===== src/rtl/bw_ctu_jbusr_cken_seq.sv =====
// rtl/bw_ctu_jbusr_cken_seq.sv - jbusr cluster clock-enable / reset / debug-init sequencer
// Optional clock-enable test override: define JBUSR_CKEN_OVRD_EN to add tst_ckovrd.
module bw_ctu_jbusr_cken_seq #(
  parameter int CKEN_DLY  = 4,
  parameter int RST_WIDTH = 16,
  parameter int DBG_WIDTH = 8,
  parameter int CNT_W     = 8
) (
  input  logic gclk,
  input  logic arst_l,
  input  logic start,
  input  logic wrst_req,
  input  logic dbg_req,
  input  logic stop_req,
`ifdef JBUSR_CKEN_OVRD_EN
  input  logic tst_ckovrd,
`endif
  output logic cluster_cken,
  output logic grst_l,
  output logic gdbginit_l,
  output logic seq_busy,
  output logic seq_done
);

  typedef enum logic [2:0] {
    S_OFF    = 3'd0,
    S_CKWAIT = 3'd1,
    S_RUN    = 3'd2,
    S_WRST   = 3'd3,
    S_DBG    = 3'd4,
    S_STOP   = 3'd5
  } state_t;

  localparam logic [CNT_W-1:0] CKEN_LD = CNT_W'(CKEN_DLY - 1);
  localparam logic [CNT_W-1:0] RST_LD  = CNT_W'(RST_WIDTH - 1);
  localparam logic [CNT_W-1:0] DBG_LD  = CNT_W'(DBG_WIDTH - 1);
  localparam logic [CNT_W-1:0] CNT_ONE = CNT_W'(1);

  state_t           state, state_nxt;
  logic [CNT_W-1:0] cnt, cnt_nxt;
  logic             cken_nxt, grst_nxt, dbginit_nxt, busy_nxt, done_nxt;
  logic             cnt_zero;

  assign cnt_zero = (cnt == '0);

  always_ff @(posedge gclk or negedge arst_l) begin
    if (!arst_l) begin
      state        <= S_OFF;
      cnt          <= '0;
      cluster_cken <= 1'b0;
      grst_l       <= 1'b0;
      gdbginit_l   <= 1'b0;
      seq_busy     <= 1'b0;
      seq_done     <= 1'b0;
    end else begin
      state        <= state_nxt;
      cnt          <= cnt_nxt;
      cluster_cken <= cken_nxt;
      grst_l       <= grst_nxt;
      gdbginit_l   <= dbginit_nxt;
      seq_busy     <= busy_nxt;
      seq_done     <= done_nxt;
    end
  end

  // Requests arriving outside RUN are simply not looked at, so pulses are dropped.
  always_comb begin
    state_nxt = state;
    cnt_nxt   = cnt_zero ? cnt : cnt - CNT_ONE;
    unique case (state)
      S_OFF: begin
        if (start) begin
          state_nxt = S_CKWAIT;
          cnt_nxt   = CKEN_LD;
        end
      end
      S_CKWAIT, S_WRST, S_DBG: begin
        if (cnt_zero) state_nxt = S_RUN;
      end
      S_RUN: begin
        if (wrst_req) begin
          state_nxt = S_WRST;
          cnt_nxt   = RST_LD;
        end else if (dbg_req) begin
          state_nxt = S_DBG;
          cnt_nxt   = DBG_LD;
        end else if (stop_req) begin
          state_nxt = S_STOP;
        end
      end
      S_STOP: begin
        if (!stop_req) state_nxt = S_RUN;
      end
      default: begin
        state_nxt = S_OFF;
        cnt_nxt   = '0;
      end
    endcase
  end

  // Outputs are a pure function of the next state and registered alongside it.
  always_comb begin
    cken_nxt    = 1'b0;
    grst_nxt    = 1'b0;
    dbginit_nxt = 1'b0;
    busy_nxt    = 1'b1;
    done_nxt    = 1'b0;
    unique case (state_nxt)
      S_OFF: begin
        busy_nxt = 1'b0;
      end
      S_CKWAIT, S_WRST: begin
        cken_nxt = 1'b1;
      end
      S_RUN: begin
        cken_nxt    = 1'b1;
        grst_nxt    = 1'b1;
        dbginit_nxt = 1'b1;
        busy_nxt    = 1'b0;
        done_nxt    = 1'b1;
      end
      S_DBG: begin
        cken_nxt = 1'b1;
        grst_nxt = 1'b1;
      end
      S_STOP: begin
        grst_nxt    = 1'b1;
        dbginit_nxt = 1'b1;
      end
      default: begin
        busy_nxt = 1'b0;
      end
    endcase
`ifdef JBUSR_CKEN_OVRD_EN
    cken_nxt = cken_nxt | tst_ckovrd;
`endif
  end

endmodule


===== config.mk =====
export PLATFORM = sky130hd
export DESIGN_NAME = bw_ctu_jbusr_cken_seq
export DESIGN_NICKNAME = d
export VERILOG_FILES = /design/src/rtl/bw_ctu_jbusr_cken_seq.sv
export SDC_FILE = /design/constraint.sdc
export NUM_CORES = 1
export LEC_CHECK = 0
export ABC_CLOCK_PERIOD_IN_PS = 2200
export BUFFER_PORTS_ARGS = -buffer_cell sky130_fd_sc_hd__buf_2
export CORE_AREA = 2 2 51 53
export DETAILED_ROUTE_END_ITERATION = 6
export DIE_AREA = 0 0 53 55
export PLACE_DENSITY = 0.65
export SYNTH_ARGS = -nofsm -noshare
export SYNTH_HDL_FRONTEND = slang
export SYNTH_SLANG_ARGS = --single-unit

===== constraint.sdc =====
create_clock -name gclk -period 2.2 [get_ports gclk]
set_clock_uncertainty 0.2 [all_clocks]
set_input_delay 0.44 -clock gclk [delete_from_list [all_inputs] [get_ports gclk]]
set_output_delay 0.44 -clock gclk [all_outputs]
set_load 0.005 [all_outputs]

# Yosys cells after proc, flatten, opt, wreduce, memory -nomap -nowiden
# Index checks and enable logic that the tools add are counted.
# word_totals
register_bits	16
input_bits	6
out_inout_bits	5
wordCells	43
# classes
add_sub_neg	1
n_eq_ne	10
muxes	17
n_reduce_logical	8
# ops
op	count
$mux 8	4
$pmux 8 s3	1
$mux 3	6
$eq 3x2->1 const B	4
$eq 3x3->1 const B	4
$pmux 3 s4	1
$reduce_or 4->1	3
$logic_not 8->1	1
$sub 8x1->8 const B	1
$eq 3x1->1 const B	2
$reduce_or 3->1	2
$mux 1	5
$logic_not 3->1	1
$reduce_or 2->1	1

# Longest topological paths before layout
# Gate-level depths: netlist of the first run.
# depth
depth_word	7
ltp_mapped	6
depth_no_buf	6

# Least setup slack after synthesis of the first run
# Ideal clock, no wire load.
# synth_path
path_type	register to register
from	register cnt[2]
to	register gdbginit_l
setup_time_ps	67
t_arrival_ps	1610
required_ps	1933
path_slack_ps	323
path_stages_with_launch	6
n_path_buf	0
synth_period_minus_slack_ps	1877
path_cell_list	dfrtp_1 > nor4_4 > nand3_4 > a2bb2oi_2 > mux2_2 > nand2_1
# synth_via
elab_chain_len	6
word_cells_on_any_way	7
cone_classes	2 x eq/ne; 3 x mux; 2 x reduce/logical
# synth_rtl
item	line_no	text
start, declared	40	logic [CNT_W-1:0] cnt, cnt_nxt;
start signal, assigned	57	cnt <= cnt_nxt;
$logic_not 8->1 (*)	44	assign cnt_zero = (cnt == '0);
$mux 3 (*)	78	if (cnt_zero) state_nxt = S_RUN;
$pmux 3 s4 (*)	70	unique case (state)
$eq 3x2->1 or $eq 3x3->1 (tied branches)	108	unique case (state_nxt)
$reduce_or 2->1 (no source line) (*)	n/a	
$mux 1 (*)	108	
named net dbginit_nxt	41	logic cken_nxt, grst_nxt, dbginit_nxt, busy_nxt, done_nxt;
end signal, assigned	60	gdbginit_l <= dbginit_nxt;
end, declared	20	output logic gdbginit_l,
# Mark *: on every way through the listed nets, which the timed path passes. The rest lies on a longest branch.

# Worst setup path in the final report of the first run
# Ends and elaborated chain as after synthesis.

==> impl_metrics.tcl, run 1 <==
set metrics [dict create \
    clkPwrFrac_pct 12.5 \
    grt_max_degree 17 \
    grt_setup_unrepaired "no" \
    synthSimpleGateAreaFrac_pct 24.7 \
    num_rows 18 \
    cp_slowest_cell "dfrtp_1" \
    worstPathArrival_ns 2.07 \
    synth-seq-area-share_pct 44.1 \
    synth_largest_area_cell "dfrtp_1" \
    via_count 690 \
    rr_worst_depth 5 \
    synth.area.top_cells "dfrtp_1 44%, nor2_1 4.1%, xor2_1 3.9%" \
    grt_pass1_wl_um 2980 \
    synth_area_um2 908 \
    cts-root-buf "clkbuf_4" \
    grt_overflow_total 0 \
    portBuffers 10 \
    startpoint_type "flop" \
    start_util_pct 38.4 \
    power_density_nw_per_um2 1460 \
    peakVddDrop_v 0.000781 \
    crit_path_end_kind "flop" \
    cts_tree "built" \
    track_usage_pct 14.1 \
    grt_pass1_vias 670 \
    ys_ff_latch 16 \
    core_um2 2360 \
    syn_area_per_cell_um2 9.98 \
    layout-drive-gt1-share_pct 22.1 \
    clk_path_buf_depth 2 \
    swShare_pct 41.1 \
    post-cts-setup-buffers 0 \
    netlist_instances 91 \
    setup_viol 0 \
    die_x_um 53 \
    dp.cells 129 \
    synthesis.nets 98 \
    timing.critical_path.cells "nor4_4 -> nand3_4 -> a2bb2oi_2 -> mux2_2 -> nand2_1" \
    cts_inserted_buffers 3 \
    hpwl_um 1270 \
    synth_top_family_by_area "simple AND/OR/NAND/NOR gates" \
    yosysUniqueCellTypes 35 \
    timing.final.hold_violations 0 \
    drv_slew 0 \
    synth_mux_area_share_pct 2.34 \
    area_growth_syn_to_layout_pct 13.9 \
    synthAdderAreaFrac_pct 1.38 \
    gp_congestion 0.838 \
    die_h_um 55 \
    intPower_w 0.000890 \
    detail_route.wl_per_cell_um 12.3 \
    worstPathMaxFanout 8 \
    layout.cells.non_filler 134 \
    period_share_pct 93.0 \
    drc_errors 0 \
    synthXorXnorAreaFrac_pct 5.79 \
    dieArea_um2 2920 \
    vias_per_cell 5.15 \
    leakage_nw 0.478 \
    antenna_found_initial 0 \
    worst_slew_pin_slew_ns 0.383 \
    required_ns 2.22 \
    slowest_delay_ns 0.45 \
    num-nets-final 112 \
    synth-compound-area-share_pct 18.9 \
    min_path_cells 3 \
    min_path_type "in2reg" \
    p_seq_share_pct 38.4 \
    routed_wl_um 1640 \
    htreeDepth 1 \
    netSwitchingPower_w 0.000622 \
    fillers 244 \
    clock.fmax_ghz 0.489 \
    drtIter0Drc 8 \
    status "finished clean" \
    cap_viol_max_count 0 \
    comb_power_share_pct 49.0 \
    cts.clk_slew.worst_paths_ns 0.09 \
    insertion_delay_ns 0.28 \
    synth_top_area_share_pct 44.1 \
    first_pass_iters 4 \
    ant_nets 0 \
    period_minus_slack_ns 2.05 \
    critPathKind "reg2reg" \
    slew_headroom_pct 74.3 \
    pin_count 11 \
    yosysWarnings 0 \
    diodes 0 \
    cts.sinks 16 \
    tns_ns 0 \
]
-- logic make-up after synthesis --
| family | count (synthesis) |
|---|---|
| AOI/OAI and AO/OA | 21 |
| xor gates and xnor gates | 6 |
| adders and majority gates | 1 |
| buffers and inverters | 7 |
| DFF | 16 |
| muxes | 2 |
| and+or+nand+nor | 38 |
-- worst max-delay path: cells and delay by family (launching register included) --
kind               cells  cell delay (ns)
AOI/OAI and AO/OA      1             0.27
muxes                  1             0.36
DFF                    1             0.45
and+or+nand+nor        3             0.71
-- synth_stat cells --
master / number
a31oi_1: 1
a21oi_1: 6
o32a_1: 1
o21ai_0: 3
clkbuf_1: 2
and2_1: 1
nor3b_2: 1
nor2_1: 10
nand3_1: 2
a211oi_4: 1
nor2b_2: 1
nand2_1: 9
nor3b_1: 2
nor3_1: 2
nand2b_1: 1
nor4_4: 1
or2b_1: 1
mux2_2: 1
inv_1: 5
dfrtp_1: 16
a22oi_1: 1
nand3_4: 1
nor2b_1: 4
o21ba_2: 1
a21o_1: 1
o221a_4: 1
xor2_1: 4
mux2i_1: 1
xnor2_1: 2
o21ai_1: 1
a2bb2oi_2: 1
o211a_1: 1
and3_1: 2
o211ai_1: 2
ha_1: 1
-- placed cells by master (no fill, tap or decap), types with 2 or more instances in the layout --
master,netlist,routed
nor2_1,10,10
o21ai_0,3,3
a21oi_1,6,6
nor3b_1,2,2
dfrtp_1,16,16
clkbuf_4,0,3
nand3_1,2,2
inv_1,5,5
xnor2_1,2,2
nor2b_1,4,4
and3_1,2,2
nor3_1,2,2
nand2_1,9,9
xor2_1,4,4
o211ai_1,2,2
buf_2,0,10
-- area by class of cell --
type | count | area, µm² | area share [%]
Clock buffer | 4 | 36.3 | 3.51
Inverter | 5 | 18.8 | 1.81
Tap cell | 30 | 37.5 | 3.63
Sequential cell | 16 | 400 | 38.7
Multi-Input combinational cell | 68 | 482 | 46.6
Timing Repair Buffer | 11 | 60.1 | 5.80
-- sequential cells by signal, indices dropped and copies added, names as in the netlist --
| name | cells |
|---|---|
| cluster_cken | 1 |
| state | 3 |
| grst_l | 1 |
| seq_busy | 1 |
| gdbginit_l | 1 |
| seq_done | 1 |
| cnt | 8 |
-- path summary, 6_finish.rpt --
path	start	slack, ns	end
worst max-delay path	cnt[2]	0.15	gdbginit_l
worst min-delay path	wrst_req	0.27	cnt[3]
worst max register to register	cnt[2]	0.15	gdbginit_l
worst min register to register	cnt[7]	0.37	cnt[7]
max in group asynchronous	arst_l	1.15	seq_busy
min in group asynchronous	arst_l	0.39	cnt[6]
-- power by group through the flow --
stage	combinational, W	clock, W	sequential, W
6_report	0.000741	0.000189	0.000581
5_1_grt	0.000846	0.000210	0.000608
4_1_cts	0.000746	0.000197	0.000581
3_5_place_dp	0.000741	0	0.000588
3_3_place_gp	0.000722	0	0.000581
2_1_floorplan	0.000632	0	0.000531
-- per-layer routing --
| metal | track usage (%) | vias up | share of wire, % |
|---|---|---|---|
| li1 | - | 342 | - |
| met1 | 16.4 | 327 | 44 |
| met2 | 25.8 | 19 | 52 |
| met3 | 3.49 | 2 | 3.5 |
| met4 | 3.85 | 0 | 0.73 |
| met5 | 0 | - | 0 |
-- what timing repair did --
action                                 4_1_cts  5_1_grt
gates resized for setup                      0        0
hold buffers                                 1        0
endpoints found under the hold margin       16        0
-- per-stage QoR --
stage | cell area (µm²) | utilization (%) | hold slack, ns | power (W) | setup slack [ns]
2_1_floorplan | 908 | - | -0.0556 | 0.00116 | 0.323
3_3_place_gp | 988 | 41.8 | 0.167 | 0.00130 | 0.238
3_5_place_dp | 988 | 41.8 | 0.176 | 0.00133 | 0.178
4_1_cts | 1030 | 43.8 | 0.257 | 0.00152 | 0.149
5_1_grt | 1030 | 43.8 | 0.273 | 0.00166 | 0.0166
6_report | 1030 | 43.8 | 0.266 | 0.00151 | 0.154
(Power assumes the default switching activity.)
==> run 2, diff against run 1 <==
--- a/config.mk
+++ b/config.mk
@@ -7,10 +7,10 @@
 export LEC_CHECK = 0
 export ABC_CLOCK_PERIOD_IN_PS = 2200
 export BUFFER_PORTS_ARGS = -buffer_cell sky130_fd_sc_hd__buf_2
-export CORE_AREA = 2 2 51 53
+export CORE_AREA = 2 2 47 58
 export DETAILED_ROUTE_END_ITERATION = 6
-export DIE_AREA = 0 0 53 55
-export PLACE_DENSITY = 0.65
+export DIE_AREA = 0 0 49 60
+export PLACE_DENSITY = 0.64
 export SYNTH_ARGS = -nofsm -noshare
 export SYNTH_HDL_FRONTEND = slang
 export SYNTH_SLANG_ARGS = --single-unit
==> impl_metrics.tcl, run 2 (synthesis gave the netlist of run 1 again) <==
set metrics [dict create \
    grt_setup_unrepaired "no" \
    antenna_found_initial 0 \
    num-nets-final 112 \
    vias_per_cell 5.01 \
    cts_inserted_buffers 3 \
    tns_ns 0 \
    portBuffers 10 \
    critPathKind "reg2reg" \
    pin_count 11 \
    routed_wl_um 1680 \
    crit_path_end_kind "flop" \
    drtIter0Drc 5 \
    clock.fmax_ghz 0.491 \
    diodes 0 \
    insertion_delay_ns 0.28 \
    htreeDepth 1 \
    timing.final.hold_violations 0 \
    startpoint_type "flop" \
    detail_route.wl_per_cell_um 12.2 \
    cap_viol_max_count 0 \
    largestRegisters "cnt: 8 flops, state: 3 flops" \
    crit_start "cnt[2]" \
    die_x_um 49 \
    grt_max_degree 17 \
    ant_nets 0 \
    start_util_pct 37.4 \
    track_usage_pct 12.7 \
    drc_errors 0 \
    cts_tree "built" \
    die_h_um 60 \
    worstPathMaxFanout 8 \
    grt_overflow_total 0 \
    reg2reg_to "gdbginit_l" \
    status "finished clean" \
    worst_slew_pin_slew_ns 0.417 \
    period_minus_slack_ns 2.04 \
    first_pass_iters 5 \
    r2r_start "cnt[2]" \
    worstPathArrival_ns 2.06 \
    grt_pass1_vias 636 \
    rr_worst_depth 5 \
    largest_reg_flops 8 \
    hpwl_um 1250 \
    clk_path_buf_depth 2 \
    regMostFlops "cnt" \
    drv_slew 0 \
    fin_ws_ns 0.165 \
    leakage_nw 0.478 \
    cts_resized 0 \
    cts.sinks 16 \
    via_count 687 \
    mostFrequentLayoutCells "16 x dfrtp_1, 10 x nor2_1, 10 x buf_2, 9 x nand2_1, 6 x a21oi_1" \
    slew_headroom_pct 72.2 \
    required_ns 2.22 \
    place_ws_ns 0.183 \
    cts.clk_slew.worst_paths_ns 0.09 \
    grt_pass1_wl_um 2820 \
    power_density_nw_per_um2 1470 \
    core_um2 2430 \
    area_growth_syn_to_layout_pct 14.3 \
    peakVddDrop_v 0.000715 \
    layout-drive-gt1-share_pct 22.1 \
    final_area_um2 1040 \
    rrSetupSlack_ns 0.16 \
    min_path_type "in2reg" \
    period_share_pct 92.5 \
    worstSetupEndpoint "gdbginit_l" \
    setup_viol 0 \
    cts-root-buf "clkbuf_4" \
    final_common_cell "dfrtp_1" \
    num_rows 20 \
    gp_congestion 0.809 \
    power.total_w 0.00152 \
    dieArea_um2 2940 \
    placement.cell_area_um2 992 \
]
run 2: cell counts in the layout (fill, tap and decap cells not counted):
Identical to the previous run, type by type.
run 2: layout make-up:
class / instances / area, µm²
inverter: 5 / 18.8
multi-input combinational: 68 / 482
fill: 250 / 1390
tap: 33 / 41.3
timing repair buffer: 11 / 60.1
sequential: 16 / 400
clock buffer: 4 / 36.3
run 2: routing by layer:
layer  global-route usage [%]  up-vias  wire length (µm)
met5                        0        -                 0
met4                     6.12        0                25
met3                     1.50        2                25
met2                     20.5       11               817
met1                     17.1      332               809
li1                         -      342                 -
run 2: repair_timing:
action / in CTS / in global routing
setup buffers: 0 / 0
hold endpoints to repair: 16 / 0
hold buffers: 1 / 0
run 2: how the worst min path moves through the flow:
stage | start | to | slack [ns] | depth (start not counted)
3_5_place_dp | arst_l | state[2] | 0.17 | 1
5_1_grt | wrst_req | cnt[3] | 0.28 | 3
4_1_cts | wrst_req | cnt[3] | 0.26 | 3
6_report | wrst_req | cnt[3] | 0.27 | 3
3_3_place_gp | arst_l | state[0] | 0.16 | 1
2_1_floorplan | arst_l | cluster_cken | -0.06 | 0
run 2: where the power goes:
group | leakage, nW | total, W | switching [W] | internal (W)
Sequential | 0.196 | 0.000588 | 0.000163 | 0.000425
Clock | 0.0210 | 0.000190 | 0.0000891 | 0.000101
Combinational | 0.260 | 0.000745 | 0.000380 | 0.000365
run 2: critical path, stage by stage (launching register included):
cell	delay [ns]
dfrtp_1	0.45
nor4_4	0.43
nand3_4	0.20
a2bb2oi_2	0.28
mux2_2	0.36
nand2_1	0.06
run 2: per-stage QoR:
step / hold WS (ns) / utilization (%) / std cells
2_1_floorplan: -0.0556 / - / 91
3_3_place_gp: 0.158 / 40.9 / 132
3_5_place_dp: 0.173 / 40.9 / 132
4_1_cts: 0.262 / 42.8 / 137
5_1_grt: 0.282 / 42.8 / 137
6_report: 0.265 / 42.8 / 137
